**src/rtl/usr_pkg.sv**
```systemverilog
// Shared types for the universal shift register.
// Holds the mode encoding and the counter-width helper.
package usr_pkg;

  typedef enum logic [2:0] {
    M_HOLD     = 3'b000,
    M_SHIFT_UP = 3'b001,
    M_SHIFT_DN = 3'b010,
    M_ROT_UP   = 3'b011,
    M_ROT_DN   = 3'b100,
    M_LOAD     = 3'b101,
    M_CLEAR    = 3'b110,
    M_RSVD     = 3'b111
  } shift_mode_t;

  // Bits needed to hold a count of 0..width.
  function automatic int cnt_w(input int width);
    return $clog2(width + 1);
  endfunction

endpackage

```
**src/rtl/usr_ctr.sv**
```systemverilog
// Shift counter and word_ready strobe for serial framing.
// Ports: clk, rst (sync, high), step, restart, cnt, word_ready.
module usr_ctr
  import usr_pkg::*;
#(
  parameter int WIDTH = 6
) (
  input  logic                      clk,
  input  logic                      rst,
  input  logic                      step,
  input  logic                      restart,
  output logic [cnt_w(WIDTH)-1:0]   cnt,
  output logic                      word_ready
);

  localparam int CW = cnt_w(WIDTH);
  localparam logic [CW-1:0] LAST = CW'(WIDTH - 1);
  localparam logic [CW-1:0] ONE  = CW'(1);

  always_ff @(posedge clk) begin
    if (rst) begin
      cnt        <= '0;
      word_ready <= 1'b0;
    end else if (step) begin
      // The WIDTH-th operation wraps and flags a full word.
      if (cnt == LAST) begin
        cnt        <= '0;
        word_ready <= 1'b1;
      end else begin
        cnt        <= cnt + ONE;
        word_ready <= 1'b0;
      end
    end else begin
      if (restart) cnt <= '0;
      word_ready <= 1'b0;
    end
  end

endmodule

```
**src/rtl/universal_shift_register.sv**
```systemverilog
// Universal shift register: shift/rotate both ways, load, clear.
// Ports: clk, rst, en, mode, ser_in_up/dn, par_in, q, ser_out_up/dn, shift_cnt, word_ready.
module universal_shift_register
  import usr_pkg::*;
#(
  parameter int               WIDTH       = 6,
  parameter logic [WIDTH-1:0] RESET_VALUE = '0
) (
  input  logic                     clk,
  input  logic                     rst,
  input  logic                     en,
  input  logic [2:0]               mode,
  input  logic                     ser_in_up,
  input  logic                     ser_in_dn,
  input  logic [WIDTH-1:0]         par_in,
  output logic [WIDTH-1:0]         q,
  output logic                     ser_out_up,
  output logic                     ser_out_dn,
  output logic [cnt_w(WIDTH)-1:0]  shift_cnt,
  output logic                     word_ready
);

  shift_mode_t m;
  logic        step;
  logic        restart;

  assign m = shift_mode_t'(mode);

  assign step    = en && (m inside {M_SHIFT_UP, M_SHIFT_DN,
                                    M_ROT_UP, M_ROT_DN});
  assign restart = en && (m inside {M_LOAD, M_CLEAR});

  always_ff @(posedge clk) begin
    if (rst) begin
      q <= RESET_VALUE;
    end else if (en) begin
      unique case (m)
        M_SHIFT_UP: q <= {q[WIDTH-2:0], ser_in_up};
        M_SHIFT_DN: q <= {ser_in_dn, q[WIDTH-1:1]};
        M_ROT_UP:   q <= {q[WIDTH-2:0], q[WIDTH-1]};
        M_ROT_DN:   q <= {q[0], q[WIDTH-1:1]};
        M_LOAD:     q <= par_in;
        M_CLEAR:    q <= '0;
        default:    q <= q;
      endcase
    end
  end

  assign ser_out_up = q[WIDTH-1];
  assign ser_out_dn = q[0];

  usr_ctr #(
    .WIDTH(WIDTH)
  ) u_ctr (
    .clk       (clk),
    .rst       (rst),
    .step      (step),
    .restart   (restart),
    .cnt       (shift_cnt),
    .word_ready(word_ready)
  );

endmodule

```
**config.mk**
```make
export PLATFORM = sky130hd
export DESIGN_NAME = universal_shift_register
export DESIGN_NICKNAME = d
export VERILOG_FILES = /design/src/rtl/usr_pkg.sv /design/src/rtl/usr_ctr.sv /design/src/rtl/universal_shift_register.sv
export SDC_FILE = /design/constraint.sdc
export NUM_CORES = 1
export LEC_CHECK = 0
export ABC_AREA = 0
export BUFFER_PORTS_ARGS = -buffer_cell sky130_fd_sc_hd__buf_4
export CORE_MARGIN = 2
export CORE_UTILIZATION = 45
export DETAILED_ROUTE_END_ITERATION = 10
export HOLD_SLACK_MARGIN = 0.06
export PLACE_DENSITY = 0.76
export SKIP_LAST_GASP = 1
export SLEW_MARGIN = 20
export SYNTH_ARGS = -nofsm -noshare
export SYNTH_HDL_FRONTEND = slang
export SYNTH_HIERARCHICAL = 1
export SYNTH_SLANG_ARGS = --single-unit
```
**constraint.sdc**
```tcl
create_clock -name clk -period 1.9 [get_ports clk]
set_input_delay 0.285 -clock clk [delete_from_list [all_inputs] [get_ports clk]]
set_output_delay 0.285 -clock clk [all_outputs]
set_load 0.05 [all_outputs]
```
==> results.md <==
* Status: finished clean
* Chip Height at 41.10 um
* Min-Delay Path Class: in2reg
* Worst rel slew slack at 72.52%
* Pre-CTS WS at 216.4 ps
* Vias/cell at 5.791
* Remaining global-route overflow at 0
* GPL Wtd Cong at 0.7519
* Global-route wire length before repair at 2.208 mm
* Placed cell area at 782.0 sq um
* Post-CTS Setup Bufs at 0
* Final TNS setup at 0 ps
* H-tree Lvls at 1
* Synth Flop Type: dfxtp_1
* Vias in the first global route at 499
* Initial DRT Pass Iterations at 4
* Post-route cell area at 818.3 sq um
* Crit path arrival time at 1610 ps
* Antenna Cells at 0
* GRT Total Usage at 19.71%
* CP Launch Type: input pin
* Yosys reg bits at 10
* Via count at 637
* Kind of critical path: in2reg
* Max-slew violations at 0
* Post-cts sizing count at 0
* Largest net degree at the start of global routing at 17
* RSZ-0062 raised after global routing: false
* Post-route insts no fill at 110
* Dpl hpwl at 1.098 mm
* Number of remaining DRC errors at 0
* Tmin final at 1416 ps
* Clock-pin slew on the worst setup and hold paths at 70 ps
* Tcrit/Tclk final at 74.51%
* Max Cap Viol at 0
* CP required at 2090 ps
* Net count after synthesis at 86
* Leading area contributor after synthesis: dfxtp_1
* # setup viols final at 0
* Tot Pwr at 598.1 uW
* CTS root buf: clkbuf_4
* Power density cells at 730.9 nW/um^2
* Core region area at 1301 sq um
* Final Core Density at 62.88%
* Worst vdd ir at 375.1 uV
* Fmax at 706.4 MHz
* Initial core utilization at 47.60%
* Layout Skew at 1.182 ps
* Worst-path cell chain: buf_4 -> or3_1 -> and3_2 -> or3b_1 -> a21oi_1
* Share of the synthesized area in the top cell type at 32.32%
* Commonest non-fill, non-tap cell in the layout: buf_4
* Synth cell types at 34
* Chip width at 41.10 um
* Syn Inst Count at 72
* Clock sink total at 10
* Slowest CP cell: or3_1
* CP endpoint kind: register
* Post-Route WL at 1.436 mm
* Antenna violations before repair at 0
* Avg WL per Cell at 13.05 um
* Syn Std Cell Area at 619.3 sq um
* Share of cells above drive strength 1 at 37.89%
* Buf/Inv on CP at 1
* Num CTS Buffers at 3
* Starting DRT DRC Count at 15
* Cts hold-fix bufs at 0
* Worst hold slack at 240.5 ps
* Asr flop ratio synth at 0%
* Number of synthesized flops with an enable pin at 0
* Synth area leaders: dfxtp_1, a311oi_1, a32oi_1, nand2b_1, nand2_1
* YS warnings at 6
* Die area at 1689 sq um
* I/O pin total at 26
* Most frequent cells in the layout: buf_4, dfxtp_1, nand2_1
* Row count at 13
* Max incr delay on CP at 390 ps
* Antenna Nets Post-Route at 0
* Worst skew pair latency at 260 ps
* CTS tree: done
* Post-layout nets at 110
* Fill count at 122
* Clock Path Buffers at 2
* Hold Vio Cnt, Final at 0
* Avg Inst Size Synth at 8.602 sq um
* P&R area growth vs syn at 32.12%
* Post-synthesis sequential area ratio at 32.32%
* Least-Margin Pin Slew at 401.8 ps
* CP top delay family: simple AND/OR/NAND/NOR gates
* Crit Path Max Fanout at 16
* Setup slack after layout at 484.3 ps
* Static leakage at 0.3347 nW
* I/O Buffers at 25
* Post-Place Cells at 106
-- cells by family (layout without fill, tap and decap cells) --
logic type | count (synthesis) | count (layout) | share of synthesized area (%)
muxes | 1 | 1 | 1.818
DFF | 10 | 10 | 32.32
and+or+nand+nor | 34 | 34 | 31.52
AOI/OAI and AO/OA | 20 | 20 | 25.86
buffers and inverters | 6 | 29 | 7.070
xor gates and xnor gates | 1 | 1 | 1.414
-- registers in the layout, summed over array words and instances, names as in the netlist --
| signal | flops |
|---|---|
| u_ctr/cnt | 3 |
| q | 6 |
| u_ctr/word_ready | 1 |
-- worst reg2reg max path, delay by kind of cell (launching register included) --
kind / cells / cell delay, ps
AO/OA/AOI/OAI: 2 / 550
flip-flops: 1 / 420
AND/OR/NAND/NOR: 1 / 160
-- path summary, 6_finish.rpt --
check                           cells after the start  slack, ps                          end                       from
worst max-delay path                                5        480    u_ctr/cnt[0]$_SDFFE_PP0P_                    mode[0]
worst min register to register                      2        510  u_ctr/word_ready$_SDFF_PP0_  u_ctr/cnt[2]$_SDFFE_PP0P_
worst min-delay path                                2        240            q[3]$_SDFFE_PP0P_                         en
worst max register to register                      3        720            q[0]$_SDFFE_PP0P_          q[5]$_SDFFE_PP0P_
-- metal layers --
metal | share of wire, % | track usage, % | up-vias
li1 | - | - | 319
met1 | 48 | 29.68 | 290
met2 | 44 | 26.17 | 28
met3 | 7.9 | 4.891 | 0
met4 | 0 | 7.258 | 0
met5 | 0 | 0 | -
-- synthesized netlist by cell type (all sizes together), types with 2 or more instances --
cell	n
nand3b	2
nor2	6
a21oi	2
and3	3
or2	2
nand2	7
a32oi	4
a21o	2
nor3	2
a311oi	5
nand2b	5
dfxtp	10
buf	6
or3b	2
o22ai	2
-- power by group --
part / internal (mW) / switching, mW / total, mW
clock network: 0.116 / 0.0708 / 0.187
logic: 0.0674 / 0.107 / 0.174
registers: 0.222 / 0.0146 / 0.237
-- final cells by class --
class	count	area (sq um)	share of cell area, %
Sequential cell	10	200.2	24.46
Tap cell	15	18.77	2.294
Clock buffer	4	36.28	4.434
Timing Repair Buffer	25	187.7	22.94
Multi-Input combinational cell	56	375.4	45.87
(Power assumes the default switching activity.)
